### src/rtl/fc_l2_arb_pkg.sv
// Shared types and constants for the FC L2 port arbiter.
package fc_l2_arb_pkg;

    // Requester identifier: one bit is enough for two ports.
    typedef logic port_id_t;

    localparam port_id_t PORT_INSTR = 1'b0;
    localparam port_id_t PORT_DATA  = 1'b1;

    // Upper bound accepted for MAX_OUTSTANDING.
    localparam int unsigned MAX_OUTSTANDING_LIMIT = 8;

    // The port that is not 'id'.
    function automatic port_id_t other_port(input port_id_t id);
        return ~id;
    endfunction

endpackage

### src/rtl/xbar_tcdm_bus.sv
// TCDM-style request/grant bus with a separate response channel.
// Handshake: a request is accepted in the cycle where req and gnt are both
// high; the master keeps add/wen/wdata/be stable while req waits for gnt.
// r_valid qualifies r_rdata/r_opc for one cycle, one response per request.
interface XBAR_TCDM_BUS;
    logic        req;
    logic [31:0] add;
    logic        wen;
    logic [31:0] wdata;
    logic [3:0]  be;
    logic        gnt;
    logic        r_opc;
    logic [31:0] r_rdata;
    logic        r_valid;

    modport Master (
        output req, add, wen, wdata, be,
        input  gnt, r_opc, r_rdata, r_valid
    );

    modport Slave (
        input  req, add, wen, wdata, be,
        output gnt, r_opc, r_rdata, r_valid
    );
endinterface

### src/rtl/fc_l2_arb_id_fifo.sv
// In-order FIFO of requester IDs for transactions waiting on a response.
// Push and pop may happen in the same cycle, also when the FIFO is full.
module fc_l2_arb_id_fifo
    import fc_l2_arb_pkg::*;
#(
    parameter  int unsigned DEPTH = 2,
    localparam int unsigned CW    = $clog2(DEPTH + 1)
) (
    input  logic          clk_i,
    input  logic          rst_ni,
    input  logic          push,
    input  port_id_t      push_id,
    input  logic          pop,
    output port_id_t      head_id,
    output logic          full,
    output logic          empty,
    output logic [CW-1:0] count
);

    localparam int unsigned   PW        = (DEPTH > 1) ? $clog2(DEPTH) : 1;
    localparam logic [CW-1:0] DEPTH_CNT = CW'(DEPTH);
    localparam logic [PW-1:0] LAST_PTR  = PW'(DEPTH - 1);

    port_id_t      mem_q [DEPTH];
    logic [PW-1:0] wr_ptr_q;
    logic [PW-1:0] rd_ptr_q;
    logic [CW-1:0] count_q;
    logic          do_push;
    logic          do_pop;

    function automatic logic [PW-1:0] next_ptr(input logic [PW-1:0] ptr);
        return (ptr == LAST_PTR) ? '0 : ptr + PW'(1);
    endfunction

    assign full    = (count_q == DEPTH_CNT);
    assign empty   = (count_q == '0);
    assign count   = count_q;
    assign head_id = mem_q[rd_ptr_q];

    // A pop frees the head slot in the same cycle, so a push at full is legal then.
    assign do_pop  = pop & ~empty;
    assign do_push = push & (~full | do_pop);

    // Pointer and occupancy bookkeeping.
    always_ff @(posedge clk_i) begin
        if (!rst_ni) begin
            wr_ptr_q <= '0;
            rd_ptr_q <= '0;
            count_q  <= '0;
        end else begin
            if (do_push) wr_ptr_q <= next_ptr(wr_ptr_q);
            if (do_pop)  rd_ptr_q <= next_ptr(rd_ptr_q);
            case ({do_push, do_pop})
                2'b10:   count_q <= count_q + CW'(1);
                2'b01:   count_q <= count_q - CW'(1);
                default: count_q <= count_q;
            endcase
        end
    end

    // ID storage; contents are don't-care until written.
    always_ff @(posedge clk_i) begin
        if (do_push) mem_q[wr_ptr_q] <= push_id;
    end

endmodule

### src/rtl/fc_l2_port_arbiter.sv
// Arbitrates the core instruction and data ports onto one shared L2 port,
// bounds the number of outstanding transactions and routes responses back
// in order to the port that issued each request.
module fc_l2_port_arbiter
    import fc_l2_arb_pkg::*;
#(
    parameter  int unsigned MAX_OUTSTANDING = 2,
    parameter  int unsigned FIXED_PRIO      = 0,
    localparam int unsigned CW              = $clog2(MAX_OUTSTANDING + 1)
) (
    input  logic          clk_i,
    input  logic          rst_ni,
    XBAR_TCDM_BUS.Slave   instr_slave,
    XBAR_TCDM_BUS.Slave   data_slave,
    XBAR_TCDM_BUS.Master  l2_master,
    output logic [CW-1:0] outstanding_o,
    output logic          spurious_rsp_o
);

    logic [1:0] req_vec;
    port_id_t   winner;
    logic       has_winner;
    logic       issue_allowed;
    logic       accept;
    logic       rsp_valid;
    port_id_t   last_grant_q;
    logic       lock_q;
    port_id_t   lock_id_q;
    logic       spurious_q;
    port_id_t   head_id;
    logic       fifo_full;
    logic       fifo_empty;

    assign req_vec = {data_slave.req, instr_slave.req};

    // Pick the port presented to L2: a pending (locked) port keeps priority.
    always_comb begin
        has_winner = 1'b1;
        winner     = PORT_INSTR;
        if (lock_q && req_vec[lock_id_q]) begin
            winner = lock_id_q;
        end else if (&req_vec) begin
            winner = (FIXED_PRIO != 0) ? PORT_DATA : other_port(last_grant_q);
        end else if (req_vec[PORT_DATA]) begin
            winner = PORT_DATA;
        end else if (req_vec[PORT_INSTR]) begin
            winner = PORT_INSTR;
        end else begin
            has_winner = 1'b0;
        end
    end

    // A full FIFO can still take a new ID when a response pops the head this cycle.
    assign issue_allowed = ~fifo_full | l2_master.r_valid;

    assign l2_master.req   = has_winner & issue_allowed;
    assign l2_master.add   = (winner == PORT_DATA) ? data_slave.add   : instr_slave.add;
    assign l2_master.wen   = (winner == PORT_DATA) ? data_slave.wen   : instr_slave.wen;
    assign l2_master.wdata = (winner == PORT_DATA) ? data_slave.wdata : instr_slave.wdata;
    assign l2_master.be    = (winner == PORT_DATA) ? data_slave.be    : instr_slave.be;

    assign accept          = l2_master.req & l2_master.gnt;
    assign instr_slave.gnt = accept & (winner == PORT_INSTR);
    assign data_slave.gnt  = accept & (winner == PORT_DATA);

    // Responses go to the FIFO head only; a response with nothing pending is dropped.
    assign rsp_valid           = l2_master.r_valid & ~fifo_empty;
    assign instr_slave.r_valid = rsp_valid & (head_id == PORT_INSTR);
    assign data_slave.r_valid  = rsp_valid & (head_id == PORT_DATA);
    assign instr_slave.r_rdata = instr_slave.r_valid ? l2_master.r_rdata : '0;
    assign data_slave.r_rdata  = data_slave.r_valid  ? l2_master.r_rdata : '0;
    assign instr_slave.r_opc   = instr_slave.r_valid & l2_master.r_opc;
    assign data_slave.r_opc    = data_slave.r_valid  & l2_master.r_opc;

    assign spurious_rsp_o = spurious_q;

    // Fairness history, selection lock and the sticky spurious-response flag.
    always_ff @(posedge clk_i) begin
        if (!rst_ni) begin
            last_grant_q <= PORT_DATA;
            lock_q       <= 1'b0;
            lock_id_q    <= PORT_INSTR;
            spurious_q   <= 1'b0;
        end else begin
            if (accept) last_grant_q <= winner;
            lock_q    <= has_winner & ~accept;
            lock_id_q <= winner;
            if (l2_master.r_valid && fifo_empty) spurious_q <= 1'b1;
        end
    end

    fc_l2_arb_id_fifo #(
        .DEPTH (MAX_OUTSTANDING)
    ) u_id_fifo (
        .clk_i   (clk_i),
        .rst_ni  (rst_ni),
        .push    (accept),
        .push_id (winner),
        .pop     (rsp_valid),
        .head_id (head_id),
        .full    (fifo_full),
        .empty   (fifo_empty),
        .count   (outstanding_o)
    );

endmodule

### src/flat_wrapper.sv
// flat-port wrapper written by rule: the top's interface ports become plain ports
module fc_l2_port_arbiter_flat import fc_l2_arb_pkg::*;
#(
    parameter  int unsigned MAX_OUTSTANDING = 2,
    parameter  int unsigned FIXED_PRIO      = 0,
    localparam int unsigned CW              = $clog2(MAX_OUTSTANDING + 1)
)
  (clk_i, rst_ni, outstanding_o, spurious_rsp_o, instr_slave_req, instr_slave_add, instr_slave_wen, instr_slave_wdata, instr_slave_be, instr_slave_gnt, instr_slave_r_opc, instr_slave_r_rdata, instr_slave_r_valid, data_slave_req, data_slave_add, data_slave_wen, data_slave_wdata, data_slave_be, data_slave_gnt, data_slave_r_opc, data_slave_r_rdata, data_slave_r_valid, l2_master_req, l2_master_add, l2_master_wen, l2_master_wdata, l2_master_be, l2_master_gnt, l2_master_r_opc, l2_master_r_rdata, l2_master_r_valid);
  XBAR_TCDM_BUS instr_slave_i ();
  XBAR_TCDM_BUS data_slave_i ();
  XBAR_TCDM_BUS l2_master_i ();
  input  logic clk_i;
  input  logic rst_ni;
  output logic [CW-1:0] outstanding_o;
  output logic spurious_rsp_o;
  input wire logic [$bits(instr_slave_i.req)-1:0] instr_slave_req;
  input wire logic [$bits(instr_slave_i.add)-1:0] instr_slave_add;
  input wire logic [$bits(instr_slave_i.wen)-1:0] instr_slave_wen;
  input wire logic [$bits(instr_slave_i.wdata)-1:0] instr_slave_wdata;
  input wire logic [$bits(instr_slave_i.be)-1:0] instr_slave_be;
  output wire logic [$bits(instr_slave_i.gnt)-1:0] instr_slave_gnt;
  output wire logic [$bits(instr_slave_i.r_opc)-1:0] instr_slave_r_opc;
  output wire logic [$bits(instr_slave_i.r_rdata)-1:0] instr_slave_r_rdata;
  output wire logic [$bits(instr_slave_i.r_valid)-1:0] instr_slave_r_valid;
  input wire logic [$bits(data_slave_i.req)-1:0] data_slave_req;
  input wire logic [$bits(data_slave_i.add)-1:0] data_slave_add;
  input wire logic [$bits(data_slave_i.wen)-1:0] data_slave_wen;
  input wire logic [$bits(data_slave_i.wdata)-1:0] data_slave_wdata;
  input wire logic [$bits(data_slave_i.be)-1:0] data_slave_be;
  output wire logic [$bits(data_slave_i.gnt)-1:0] data_slave_gnt;
  output wire logic [$bits(data_slave_i.r_opc)-1:0] data_slave_r_opc;
  output wire logic [$bits(data_slave_i.r_rdata)-1:0] data_slave_r_rdata;
  output wire logic [$bits(data_slave_i.r_valid)-1:0] data_slave_r_valid;
  output wire logic [$bits(l2_master_i.req)-1:0] l2_master_req;
  output wire logic [$bits(l2_master_i.add)-1:0] l2_master_add;
  output wire logic [$bits(l2_master_i.wen)-1:0] l2_master_wen;
  output wire logic [$bits(l2_master_i.wdata)-1:0] l2_master_wdata;
  output wire logic [$bits(l2_master_i.be)-1:0] l2_master_be;
  input wire logic [$bits(l2_master_i.gnt)-1:0] l2_master_gnt;
  input wire logic [$bits(l2_master_i.r_opc)-1:0] l2_master_r_opc;
  input wire logic [$bits(l2_master_i.r_rdata)-1:0] l2_master_r_rdata;
  input wire logic [$bits(l2_master_i.r_valid)-1:0] l2_master_r_valid;
  assign instr_slave_i.req = instr_slave_req;
  assign instr_slave_i.add = instr_slave_add;
  assign instr_slave_i.wen = instr_slave_wen;
  assign instr_slave_i.wdata = instr_slave_wdata;
  assign instr_slave_i.be = instr_slave_be;
  assign instr_slave_gnt = instr_slave_i.gnt;
  assign instr_slave_r_opc = instr_slave_i.r_opc;
  assign instr_slave_r_rdata = instr_slave_i.r_rdata;
  assign instr_slave_r_valid = instr_slave_i.r_valid;
  assign data_slave_i.req = data_slave_req;
  assign data_slave_i.add = data_slave_add;
  assign data_slave_i.wen = data_slave_wen;
  assign data_slave_i.wdata = data_slave_wdata;
  assign data_slave_i.be = data_slave_be;
  assign data_slave_gnt = data_slave_i.gnt;
  assign data_slave_r_opc = data_slave_i.r_opc;
  assign data_slave_r_rdata = data_slave_i.r_rdata;
  assign data_slave_r_valid = data_slave_i.r_valid;
  assign l2_master_req = l2_master_i.req;
  assign l2_master_add = l2_master_i.add;
  assign l2_master_wen = l2_master_i.wen;
  assign l2_master_wdata = l2_master_i.wdata;
  assign l2_master_be = l2_master_i.be;
  assign l2_master_i.gnt = l2_master_gnt;
  assign l2_master_i.r_opc = l2_master_r_opc;
  assign l2_master_i.r_rdata = l2_master_r_rdata;
  assign l2_master_i.r_valid = l2_master_r_valid;
  fc_l2_port_arbiter #(.MAX_OUTSTANDING(MAX_OUTSTANDING), .FIXED_PRIO(FIXED_PRIO)) u_core (.clk_i(clk_i), .rst_ni(rst_ni), .instr_slave(instr_slave_i), .data_slave(data_slave_i), .l2_master(l2_master_i), .outstanding_o(outstanding_o), .spurious_rsp_o(spurious_rsp_o));
endmodule
### config.mk
export PLATFORM = sky130hd
export DESIGN_NAME = fc_l2_port_arbiter_flat
export DESIGN_NICKNAME = d
export VERILOG_FILES = /design/src/rtl/fc_l2_arb_pkg.sv /design/src/rtl/xbar_tcdm_bus.sv /design/src/rtl/fc_l2_arb_id_fifo.sv /design/src/rtl/fc_l2_port_arbiter.sv /design/src/flat_wrapper.sv
export SDC_FILE = /design/constraint.sdc
export NUM_CORES = 1
export LEC_CHECK = 0
export CAP_MARGIN = 20
export CORE_AREA = 2 2 125 127
export DETAILED_ROUTE_END_ITERATION = 16
export DIE_AREA = 0 0 127 129
export GPL_ROUTABILITY_DRIVEN = 0
export PLACE_DENSITY_LB_ADDON = 0.08
export SLEW_MARGIN = 20
export SYNTH_ARGS = -nofsm -noshare
export SYNTH_HDL_FRONTEND = slang
export SYNTH_SLANG_ARGS = --single-unit
### constraint.sdc
create_clock -name clk_i -period 3 [get_ports clk_i]
set_clock_uncertainty 0.1 [all_clocks]
set_input_delay 0.3 -clock clk_i [delete_from_list [all_inputs] [get_ports clk_i]]
set_output_delay 0.3 -clock clk_i [all_outputs]
set_load 0.05 [all_outputs]
==> flow_metrics.tcl <==
set metrics [dict create \
    fin_crit_ns 2.686 \
    reg2reg_depth 5 \
    grt_max_degree 71 \
    crit_end "l2_master_add[14]" \
    cp_data_arrival_time_ns 2.29 \
    worst_pin_slew_ns 0.4964 \
    crit-reg2reg-capture "u_core.u_id_fifo.count[1]$_SDFFE_PN0P_" \
    routed_wl_um 10620 \
    synth_cell_type_count 28 \
    vdd_drop_max_mv 0.1998 \
    clkTransAtPathRegs_ns 0.04 \
    via_per_inst 3.790 \
    synth_top_area_frac 0.4382 \
    fin_crit_sh 0.8955 \
    crit_fanout 6 \
    globalRouteOverflowTotal 0 \
    rrSetupSlack_ns 0.88 \
    placed_cell_area_sq_um 5657 \
    drive_gt1_frac 0.4180 \
    initial_core_util 0.1184 \
    seqCellArea_sq_um 240.2 \
    synth_fp_nets 379 \
    multi_input_area_sq_um 1428 \
    synth_area_sq_um 1773 \
    setup_viol 0 \
    cp_common_cell "clkdlybuf4s50_1" \
    yosys_warnings 0 \
    yosys-top-cells-area "mux2_2, and2_1, dfxtp_1" \
    final_cell_area_sq_um 5736 \
    cp_slowest_stage_delay_ns 0.70 \
    post_cts_resized 0 \
    max-cap-violations 0 \
    r2r-start "u_core.u_id_fifo.count[1]$_SDFFE_PN0P_" \
    cts_buffers 3 \
    postCtsSetupRepairBufs 0 \
    fin_nets 691 \
    max_slew_margin 0.6680 \
    hold_class "reg2reg" \
    first_pass_iters 4 \
    die_w_um 127 \
    wl_per_cell_um 15.17 \
    drt_iter0_markers 47 \
    die_h_um 129 \
    ys_seq_elements 11 \
    tns_ns 0 \
    cts_sinks 11 \
    clk_latency_ns 0.24 \
    rsz0062_at_grt "false" \
    cts_max_level 1 \
    setup.worst_path.start_class "input port" \
    final_hold_viol_count 0 \
    hpwlAfterDp_um 9486 \
    port_buffers 319 \
    criticalPathCategory "in2out" \
    cp_slowest_cell "clkdlybuf4s50_1" \
    end_kind "output port" \
    power_w 0.002576 \
    antenna_found_initial 0 \
    hold_buffers 0 \
    top_level_ports 320 \
    pre_cts_ws_ns 0.3066 \
    grtUsageTotal 0.1170 \
    via_count 2653 \
    antenna_left 0 \
    root_buffer "clkbuf_16" \
    power-per-cell-area_nw_per_um2 449.2 \
    synth_common_cells "mux2_2, and2_1, dfxtp_1, nor2_1, buf_6" \
    fmax_ghz 0.3722 \
    crit_family "buffers and inverters" \
    worst_ep_required_time_ns 2.60 \
    syn_area_per_cell_sq_um 8.821 \
    die_area_sq_um 16380 \
    netlist_instances 201 \
    fin_ws_ns 0.3136 \
    critPathLaunch "data_slave_req" \
    cts_tree "done" \
    path_depth 5 \
    synth_ff_type "dfxtp_1" \
    yosysTopAreaCell "mux2_2" \
    power.leakage_nw 2.313 \
    synth-edff-count 2 \
    slew_violations 0 \
    status "finished clean" \
    antenna_cells 0 \
    grt_pass1_vias 2646 \
    fillers 1461 \
    async_flop_share 0 \
    clk_path_buf_depth 2 \
    yosysSeqAreaShare 0.1355 \
    grt_first_pass_wirelength_um 14940 \
    path_buf_inv 3 \
    crit_chain "clkdlybuf4s50_1, inv_1, a31oi_4, mux2_2, clkdlybuf4s50_1" \
    post-synth-top-count-cell "mux2_2" \
    coreArea_sq_um 14980 \
    drc 0 \
    hold_ws_ns 0.3792 \
    area_growth_pct 223.5 \
    num_rows 45 \
]
kinds of logic (layout without fill, tap and decap cells):
family,Yosys count,count (layout),share of synthesized area
adder cells (fa/ha/maj),1,1,0.007056
XOR/XNOR,3,3,0.01482
buffers and inverters,19,330,0.07057
multiplexers,71,71,0.4495
flip-flops,11,11,0.1355
AO/OA/AOI/OAI,11,11,0.03952
AND/OR/NAND/NOR,85,85,0.2830
per-stage QoR:
step / std cells / util
6_report: 700 / 0.3830
3_3_place_gp: 696 / 0.3777
4_1_cts: 700 / 0.3830
5_1_grt: 700 / 0.3830
3_5_place_dp: 696 / 0.3777
2_1_floorplan: 201 / -
worst reg2reg max path: stages (launching register included):
cell	delay, ns
dfxtp_1	0.39
or3b_1	0.46
o211ai_1	0.26
ha_1	0.34
or3_1	0.35
a21oi_1	0.15
sequential cells by signal, summed over array words and instances, names as in the netlist, named ones only:
signal,count
u_core.last_grant_q,1
u_core.lock_id_q,1
u_core.lock_q,1
u_core.spurious_rsp_o,1
u_core.u_id_fifo.count,2
u_core.u_id_fifo.mem_q,2
u_core.u_id_fifo.rd_ptr_q,1
u_core.u_id_fifo.wr_ptr_q,1
power breakdown:
part | leakage (nW) | switching [W] | total (W) | internal, W
Combinational | 2.18 | 0.00117 | 0.00212 | 0.000955
Clock | 0.0382 | 0.0000617 | 0.000240 | 0.000178
Sequential | 0.0933 | 0.0000296 | 0.000216 | 0.000186
Total | 2.31 | 0.00126 | 0.00258 | 0.00132
final cells by class:
type / count / share of cell area
Inverter: 4 / 0.002618
Multi-Input combinational cell: 171 / 0.2489
Clock buffer: 4 / 0.01374
Sequential cell: 11 / 0.04188
Timing Repair Buffer: 322 / 0.6518
Tap cell: 188 / 0.04101
worst min path at each step:
stage | from | endpoint | slack, ns | cells after the start
after floorplan | l2_master_gnt | u_core.lock_q$_SDFF_PN0_ | 0.29 | 1
after global placement | u_core.spurious_rsp_o$_SDFFE_PN0P_ | u_core.spurious_rsp_o$_SDFFE_PN0P_ | 0.36 | 2
after detailed placement | u_core.spurious_rsp_o$_SDFFE_PN0P_ | u_core.spurious_rsp_o$_SDFFE_PN0P_ | 0.37 | 2
after CTS | u_core.u_id_fifo.wr_ptr_q$_SDFFE_PN0P_ | u_core.u_id_fifo.wr_ptr_q$_SDFFE_PN0P_ | 0.38 | 2
after global routing | u_core.u_id_fifo.wr_ptr_q$_SDFFE_PN0P_ | u_core.u_id_fifo.wr_ptr_q$_SDFFE_PN0P_ | 0.41 | 2
final | u_core.u_id_fifo.wr_ptr_q$_SDFFE_PN0P_ | u_core.u_id_fifo.wr_ptr_q$_SDFFE_PN0P_ | 0.38 | 2
per-layer routing:
layer  share of wire  vias up  GRT usage
met1            0.34     1158     0.1216
met5               0        -          0
met2            0.55      183     0.2347
met4          0.0050        0    0.01164
met3            0.11        4    0.03909
li1                -     1308          -
cell usage in the layout, fill, tap and decap left out, types with 2 or more instances in the layout:
master / n
mux2i_1: 2
and2_1: 67
buf_4: 70
dfxtp_1: 9
edfxtp_1: 2
clkbuf_16: 3
clkdlybuf4s50_1: 183
o21ai_0: 2
buf_12: 69
a21oi_1: 3
xor2_1: 2
nand2_1: 4
nor2_1: 8
inv_1: 4
mux2_2: 69
No activity file was read; power rests on OpenSTA's default activity.
